`config.mk`:
```
export PLATFORM = sky130hd
export DESIGN_NAME = udp_tx_framer
export DESIGN_NICKNAME = d
export VERILOG_FILES = /design/src/rtl/udp_tx_framer.sv
export SDC_FILE = /design/constraint.sdc
export NUM_CORES = 2
export LEC_CHECK = 0
export BUFFER_PORTS_ARGS = -buffer_cell sky130_fd_sc_hd__buf_2
export CAP_MARGIN = 20
export CORE_UTILIZATION = 43
export CTS_CLUSTER_DIAMETER = 200
export CTS_CLUSTER_SIZE = 10
export DETAILED_ROUTE_END_ITERATION = 10
export PLACE_DENSITY_LB_ADDON = 0.05
export SLEW_MARGIN = 20
export SYNTH_ARGS = -nofsm -noshare
export SYNTH_HDL_FRONTEND = slang
export SYNTH_SLANG_ARGS = --single-unit
```
`constraint.sdc`:
```
create_clock -name clk -period 6.48 [get_ports clk]
set_clock_uncertainty 0.1 [all_clocks]
set_input_delay 0.972 -clock clk [delete_from_list [all_inputs] [get_ports clk]]
set_output_delay 0.972 -clock clk [all_outputs]
set_load 0.02 [all_outputs]
```
`src/rtl/udp_tx_framer.sv`:
```
// UDP transmit framer: buffers one payload while accumulating the RFC 768 checksum
// (IPv4 pseudo-header included), then streams the 8-byte header and payload to the IP stage.
module udp_tx_framer #(
  parameter int MAX_PAYLOAD = 64,
  parameter int ADDR_W      = 6
) (
  input  logic        clk,
  input  logic        rst,
  input  logic [31:0] src_ip,
  input  logic [31:0] dst_ip,
  input  logic [15:0] src_port,
  input  logic [15:0] dst_port,
  input  logic        pl_valid,
  input  logic [7:0]  pl_data,
  input  logic        pl_last,
  output logic        pl_ready,
  output logic        ip_start,
  output logic [7:0]  ip_data,
  output logic [15:0] ip_len,
  input  logic        ip_busy
);

  typedef enum logic [3:0] {IDLE, LOAD, FOLD1, FOLD2, WAIT_IP, START, HDR, PAY, END} state_t;

  localparam logic [15:0]       MAX_CNT  = 16'(MAX_PAYLOAD);
  localparam logic [ADDR_W-1:0] ADDR_ONE = ADDR_W'(1);

  state_t            state, state_n;
  logic [15:0]       count, count_inc, udp_len, out_idx;
  logic [31:0]       sum, hdr_sum, pad_word;
  logic [16:0]       fold1;
  logic [15:0]       fold2, csum, csum_raw;
  logic [7:0]        hi_byte, hdr_byte, rd_data;
  logic [31:0]       src_ip_q, dst_ip_q;
  logic [15:0]       src_port_q, dst_port_q;
  logic [ADDR_W-1:0] wr_addr, rd_ptr;
  logic              accept;
  logic [7:0]        mem [0:(2**ADDR_W)-1];

  assign pl_ready  = rst && (state == IDLE || state == LOAD);
  assign accept    = pl_valid && pl_ready;
  assign count_inc = count + 16'd1;
  assign udp_len   = count + 16'd8;
  assign wr_addr   = (state == IDLE) ? '0 : count[ADDR_W-1:0];

  always_comb begin
    state_n = state;
    case (state)
      IDLE:    if (accept) state_n = (pl_last || MAX_CNT == 16'd1) ? FOLD1 : LOAD;
      LOAD:    if (accept && (pl_last || count_inc == MAX_CNT)) state_n = FOLD1;
      FOLD1:   state_n = FOLD2;
      FOLD2:   state_n = WAIT_IP;
      WAIT_IP: if (!ip_busy) state_n = START;
      START:   state_n = HDR;
      HDR:     if (out_idx == 16'd7) state_n = PAY;
      PAY:     if (out_idx == udp_len - 16'd1) state_n = END;
      END:     state_n = IDLE;
      default: state_n = IDLE;
    endcase
  end

  // Pseudo-header plus UDP header words; the checksum field itself contributes zero.
  always_comb begin
    hdr_sum  = {16'h0, src_ip_q[31:16]} + {16'h0, src_ip_q[15:0]}
             + {16'h0, dst_ip_q[31:16]} + {16'h0, dst_ip_q[15:0]}
             + 32'h0000_0011 + {15'h0, udp_len, 1'b0}
             + {16'h0, src_port_q} + {16'h0, dst_port_q};
    pad_word = count[0] ? {16'h0, hi_byte, 8'h00} : 32'h0;
    fold1    = {1'b0, sum[31:16]} + {1'b0, sum[15:0]};
    fold2    = fold1[15:0] + {15'h0, fold1[16]};
    csum_raw = ~fold2;
  end

  always_comb begin
    hdr_byte = 8'h00;
    case (out_idx[2:0])
      3'd0: hdr_byte = src_port_q[15:8];
      3'd1: hdr_byte = src_port_q[7:0];
      3'd2: hdr_byte = dst_port_q[15:8];
      3'd3: hdr_byte = dst_port_q[7:0];
      3'd4: hdr_byte = udp_len[15:8];
      3'd5: hdr_byte = udp_len[7:0];
      3'd6: hdr_byte = csum[15:8];
      3'd7: hdr_byte = csum[7:0];
      default: hdr_byte = 8'h00;
    endcase
  end

  always_ff @(posedge clk) begin
    if (!rst) state <= IDLE;
    else      state <= state_n;
  end

  // The read port runs one cycle ahead so rd_data is ready when PAY consumes it.
  always_ff @(posedge clk) begin
    if (accept) mem[wr_addr] <= pl_data;
    rd_data <= mem[rd_ptr];
  end

  always_ff @(posedge clk) begin
    if (!rst) begin
      count      <= 16'h0;
      sum        <= 32'h0;
      hi_byte    <= 8'h00;
      csum       <= 16'h0;
      out_idx    <= 16'h0;
      rd_ptr     <= '0;
      src_ip_q   <= 32'h0;
      dst_ip_q   <= 32'h0;
      src_port_q <= 16'h0;
      dst_port_q <= 16'h0;
      ip_start   <= 1'b0;
      ip_data    <= 8'h00;
      ip_len     <= 16'h0;
    end else begin
      case (state)
        IDLE: begin
          sum   <= 32'h0;
          count <= 16'h0;
          if (accept) begin
            src_ip_q   <= src_ip;
            dst_ip_q   <= dst_ip;
            src_port_q <= src_port;
            dst_port_q <= dst_port;
            hi_byte    <= pl_data;
            count      <= 16'd1;
          end
        end
        LOAD: begin
          if (accept) begin
            count <= count_inc;
            if (count[0]) sum <= sum + {16'h0, hi_byte, pl_data};
            else          hi_byte <= pl_data;
          end
        end
        FOLD1: sum <= sum + pad_word + hdr_sum;
        FOLD2: csum <= (csum_raw == 16'h0) ? 16'hFFFF : csum_raw;
        WAIT_IP: begin
          out_idx <= 16'h0;
          if (!ip_busy) begin
            ip_start <= 1'b1;
            ip_len   <= udp_len;
          end
        end
        START: begin
          ip_data <= hdr_byte;
          out_idx <= out_idx + 16'd1;
          rd_ptr  <= '0;
        end
        HDR: begin
          ip_data <= hdr_byte;
          out_idx <= out_idx + 16'd1;
          if (out_idx == 16'd7) rd_ptr <= rd_ptr + ADDR_ONE;
        end
        PAY: begin
          ip_data <= rd_data;
          out_idx <= out_idx + 16'd1;
          rd_ptr  <= rd_ptr + ADDR_ONE;
        end
        END: ip_start <= 1'b0;
        default: ;
      endcase
    end
  end

endmodule
```
# Yosys cells after proc, flatten, opt, wreduce, memory -nomap -nowiden

Memory sizes are Yosys's and may differ from the RTL's. A register that Yosys moved wholly into a read port is not among the register bits.
Index checks and enable logic that the tools add are counted.

Flip-flop bits (word level): 219
Bits in writable memories: 512
Logic and storage cells: 113
Memories kept: 1

$add $sub $neg: 17
Equality and inequality tests: 26
Muxes and demuxes: 29
Bitwise gates (word level): 2
Reductions and logical operators: 24

Memories:

| name | depth | bits a word | read ports | clocked after memory_dff | write ports | RTL line | text |
|---|---|---|---|---|---|---|---|
| mem  | 64    | 8           | 1          | 1                        | 1           | 38       | `logic [7:0] mem [0:(2**ADDR_W)-1];` |

Operator list:

| kind                                           | count |
|---|---|
| one-hot mux 32 bit (3 select lines)            | 1 |
| adder 32 x 16 -> 32 bit                        | 2 |
| two-way mux 32 bit                             | 2 |
| one-hot mux 16 bit (2 select lines)            | 2 |
| one-hot mux 8 bit (8 select lines)             | 1 |
| two-way mux 16 bit                             | 3 |
| adder 16 x 16 -> 17 bit                        | 2 |
| adder 16 x 1 -> 16 bit, second input constant  | 2 |
| adder 32 x 23 -> 32 bit                        | 1 |
| one-hot mux 4 bit (8 select lines)             | 1 |
| one-hot mux 8 bit (2 select lines)             | 2 |
| two-way mux 8 bit                              | 3 |
| adder 22 x 16 -> 23 bit                        | 1 |
| adder 21 x 16 -> 22 bit                        | 1 |
| adder 20 x 17 -> 21 bit                        | 1 |
| adder 19 x 5 -> 20 bit, second input constant  | 1 |
| two-way mux 4 bit                              | 5 |
| adder 18 x 16 -> 19 bit                        | 1 |
| adder 17 x 16 -> 18 bit                        | 1 |
| one-hot mux 6 bit (3 select lines)             | 1 |
| adder 16 x 1 -> 16 bit                         | 1 |
| adder 16 x 4 -> 16 bit, second input constant  | 1 |
| == test 16 bit                                 | 1 |
| == test 16 x 3 -> 1 bit, second input constant | 1 |
| other kinds (31)                               | 60 |

# Logic depth before layout (Yosys ltp)

Word-level depth: 9
Mapped depth: 21
Mapped depth without buffers: 21

# Worst setup path after synthesis

Ideal clock, no wire load.

Path type: flip-flop to flip-flop
Start: reg count[3]
End: reg sum[31]
Data arrival time: 5.465 ns
Slack: 0.782 ns
Stages on the path, launching flop included: 22
Period minus slack after synthesis: 5.698 ns
Cells stage by stage: dfxtp_1 -> ha_1 -> nand3_1 -> nor2_1 -> xnor2_1 -> inv_1 -> fa_1 -> inv_1 -> fa_1 -> fa_1 -> fa_1 -> inv_1 -> ha_1 -> a21o_1 -> a21o_1 -> a21oi_1 -> and3b_1 -> a2111oi_0 -> o21bai_1 -> and2_1 -> o21ai_0 -> a31oi_1

Word-level cells in the longest chain between the ends: 6

RTL lines:

| item                                | RTL line | text |
|---|---|---|
| start: declaration                  | 29       | `logic [15:0] count, count_inc, udp_len, out_idx;` |
| start signal: assignment            | 131      | `count <= count_inc;` |
| adder 16 x 4 -> 16 bit              | 43       | `assign udp_len = count + 16'd8;` |
| named net udp_len[11]               | 29       |  |
| adder 20 x 17 -> 21 bit             | 66       | `+ 32'h0000_0011 + {15'h0, udp_len, 1'b0}` |
| adder 21 x 16 -> 22 bit             | 67       | `+ {16'h0, src_port_q} + {16'h0, dst_port_q};` |
| adder 22 x 16 -> 23 bit             | 67       |  |
| adder 32 x 23 -> 32 bit             | 136      | `FOLD1: sum <= sum + pad_word + hdr_sum;` |
| one-hot mux 32 bit (3 select lines) | 116      | `case (state)` |
| end signal: assignment              | 132      | `if (count[0]) sum <= sum + {16'h0, hi_byte, pl_data};` |
| end signal: assignment              | 136      |  |
| end: declaration                    | 30       | `logic [31:0] sum, hdr_sum, pad_word;` |

The timed path passes the listed nets, and every way through them passes these cells.
A chain may end at the register's enable or synchronous reset.

# Worst setup path in the final report

Start: reg count[4]
End: reg sum[26]

The elaborated chain is that of the path after synthesis.

==> results.md <==
* Outcome: completed
* Hold Violations, Final at 0
* Area grow syn2layout at 12.6%
* Most instantiated library cell after synthesis: edfxtp_1
* Routed len/inst at 28.0 um
* Cell taking the most area after synthesis: edfxtp_1
* CP required at 6.90 ns
* Antenna Nets Post-Route at 0
* Worst Max-Slew Pin Slew at 1.10 ns
* Sink Count at 739
* Largest cells by area after synthesis: edfxtp_1, dfxtp_1, mux4_2
* Post-Syn Area per Cell at 13.0 um2
* Final worst slack at 0.343 ns
* Drt pass-1 iters at 8
* Synthesized flop and latch total at 739
* Post-synth top flop: edfxtp_1
* Die width at 291 um
* Initial Utilization at 43.6%
* GRT Overall Usage at 26.9%
* CP cell instances: and2_1, nand4_1, xnor2_2, fa_1, inv_1, fa_1, fa_1, fa_1, inv_1, ha_1, nand4_1, o221ai_1, a211oi_1, o31a_1, nor3_1, nor3_1, a2111oi_0, o32ai_1
* Final Routed Wirelength at 113000 um
* Hold Crit Start: src_ip_q[17]$_SDFFE_PN0P_
* Initial antenna violation count at 2
* Post-synth EDFFs at 512
* Seq/Total Area, Yosys at 55.6%
* Worst min-delay path class: reg -> reg
* Lkg Pwr at 0.0139 uW
* Worst reg2reg path depth at 18
* CTS buffer count at 83
* Number of global-route vias before repair at 23416
* Final core occ at 49.1%
* Hold buffer count at CTS at 0
* Pin count of the biggest net entering global routing at 97
* Crit Path Max Fanout at 10
* Placer Congestion at 0.963
* Die Span Y at 291 um
* TNS Setup at 0 ns
* Nets@finish at 3214
* Kind of critical path: reg -> reg
* Kind of start point of the critical path: register
* Mapped Area at 35800 um2
* Fraction of layout cells with a size suffix above 1 at 18.2%
* Clock tree root buffer cell: clkbuf_16
* Most used cell, CP: fa_1
* Synth cell types at 96
* Ys async rst share at 0%
* H-tree depth at 3
* R2R setup slack at 0.34 ns
* Worst skew pair latency at 0.66 ns
* TritonCTS clock tree: yes
* Die ar. at 84500 um2
* First-pass GRT wire length at 165000 um
* Final slew viol count at 0
* P per Cell Area at 319 nW/um2
* PortBufs at 134
* Top-area cell type share of the netlist area at 42.9%
* Total congestion overflow at 0
* Slowest library cell on the worst path: fa_1
* Antenna diode count at 0
* Delay of the slowest critical-path stage at 0.53 ns
* Unrepaired setup endpoints after global routing: no
* CORE AREA at 82200 um2
* Via Count at 23590
* Clock slew at reported path FFs at 0.06 ns
* Max Cap Viol at 0
* Mapped Cells at 2764
* Via-to-Cell Ratio at 5.86
* Cell Rows at 105
* Arrival time worst endpoint at 6.56 ns
* DPL Wire Length at 82700 um
* DP Worst Slack at 0.273 ns
* WHS Path Cells at 2
* Most frequent cells after synthesis: edfxtp_1, nand2_1, dfxtp_1
* Syn Nets at 3061
* Final period util at 94.7%
* Hold Path End: src_ip_q[17]$_SDFFE_PN0P_
* Clock Path Buffers at 3
* CP endpoint kind: register
* I/O pin count at 135
* FF-to-FF End: sum[26]$_SDFFE_PN0P_
* Peak Freq at 163 MHz
* Critical R2R Launch: count[4]$_SDFFE_PN0P_
* Final min period at 6.14 ns
* Setup-failing EPs final at 0
* Initial drt markers at 2493
* Slew headroom at 26.5%
* DRC Markers at 0
* Maximum VDD drop at 0.000257 V
* Pwr Total at 12900 uW
* Yosys warnings at 0
-- layout by cell type (no fill, tap or decap), types with 9 or more instances in the layout --
cell type	n
nand3_1	45
edfxtp_1	512
nor3_1	45
a221oi_1	22
buf_4	78
xnor2_1	72
nor2_1	192
buf_2	134
a21oi_1	196
or3_1	16
nand2_1	315
ha_1	84
dfxtp_1	224
o21a_1	17
o211ai_1	10
o21ai_0	82
and3_1	14
a31oi_2	9
a21o_1	24
nand4_1	25
clkbuf_16	83
a31oi_1	23
clkbuf_1	32
and2_1	20
xor2_1	37
nor4_1	18
o221ai_1	10
a211oi_1	14
inv_1	143
mux4_2	168
fa_1	104
-- power by group --
part / switching [uW] / total [uW] / internal, uW
logic: 2030 / 3170 / 1140
registers: 236 / 5440 / 5200
clock network: 1910 / 4270 / 2360
-- state kept, by name (all words and copies together), names as in the netlist --
register / flops
src_ip_q: 32
ip_len: 16
mem: 512
count: 16
rd_data: 8
dst_ip_q: 32
out_idx: 16
hi_byte: 8
csum: 16
src_port_q: 16
dst_port_q: 16
ip_data: 8
state: 4
ip_start: 1
sum: 32
rd_ptr: 6
-- through the flow --
stage	instances	hold WS [ns]	cell area (um2)
after CTS	4022	0.366	40300
after floorplan	2764	0.336	35800
final	4024	0.360	40400
after global placement	3900	0.346	37900
after detailed placement	3900	0.358	37900
after global routing	4024	0.389	40400
-- cell families after synthesis --
logic type,Yosys count,synth area share [%]
AO/OA/AOI/OAI,494,9.01
XOR/XNOR,115,2.91
adder cells (fa/ha/maj),188,8.74
buffers and inverters,295,3.14
flip-flops,739,55.6
multiplexers,179,10.9
AND/OR/NAND/NOR,754,9.72
-- worst max-delay path by stage --
stage / startpoint / end / cells past startpoint
global route: count[4]$_SDFFE_PN0P_ / sum[26]$_SDFFE_PN0P_ / 20
global placement: count[4]$_SDFFE_PN0P_ / sum[26]$_SDFFE_PN0P_ / 18
finish: count[4]$_SDFFE_PN0P_ / sum[26]$_SDFFE_PN0P_ / 18
detailed placement: count[4]$_SDFFE_PN0P_ / sum[26]$_SDFFE_PN0P_ / 18
floorplan: count[3]$_SDFFE_PN0P_ / sum[31]$_SDFFE_PN0P_ / 21
CTS: count[4]$_SDFFE_PN0P_ / sum[26]$_SDFFE_PN0P_ / 18
-- repair_timing --
| item | in CTS | in global routing |
|---|---|---|
| buffers inserted | 0 | 0 |
| gates resized for setup | 0 | 2 |
| hold endpoints to repair | 0 | 0 |
| setup endpoints to repair | 0 | 5 |
-- layer usage --
layer	share of wire, %	GRT usage [%]
met3	6.5	4.89
met1	46	39.7
met2	46	41.3
met5	0	0
met4	2.2	6.19
-- worst max-delay path, delay by kind of cell, from the launching register on --
| kind | cells | cell delay, ns |
|---|---|---|
| adder cells (fa/ha/maj) | 5 | 2.19 |
| AND/OR/NAND/NOR | 5 | 1.42 |
| AO/OA/AOI/OAI | 5 | 1.23 |
| flip-flops | 1 | 0.52 |
| XOR/XNOR | 1 | 0.44 |
| buffers and inverters | 2 | 0.13 |
-- cell type report --
class                   count  area [um2]
clock buffers             115        2200
flip-flops and latches    739       19900
inverters                 148         558
repair buffers            215        1320
clock inverters             7         159
multi-input cells        1730       14800
well taps                1070        1340
fillers                  7389       41900
Power figures use the tool's default switching activity.
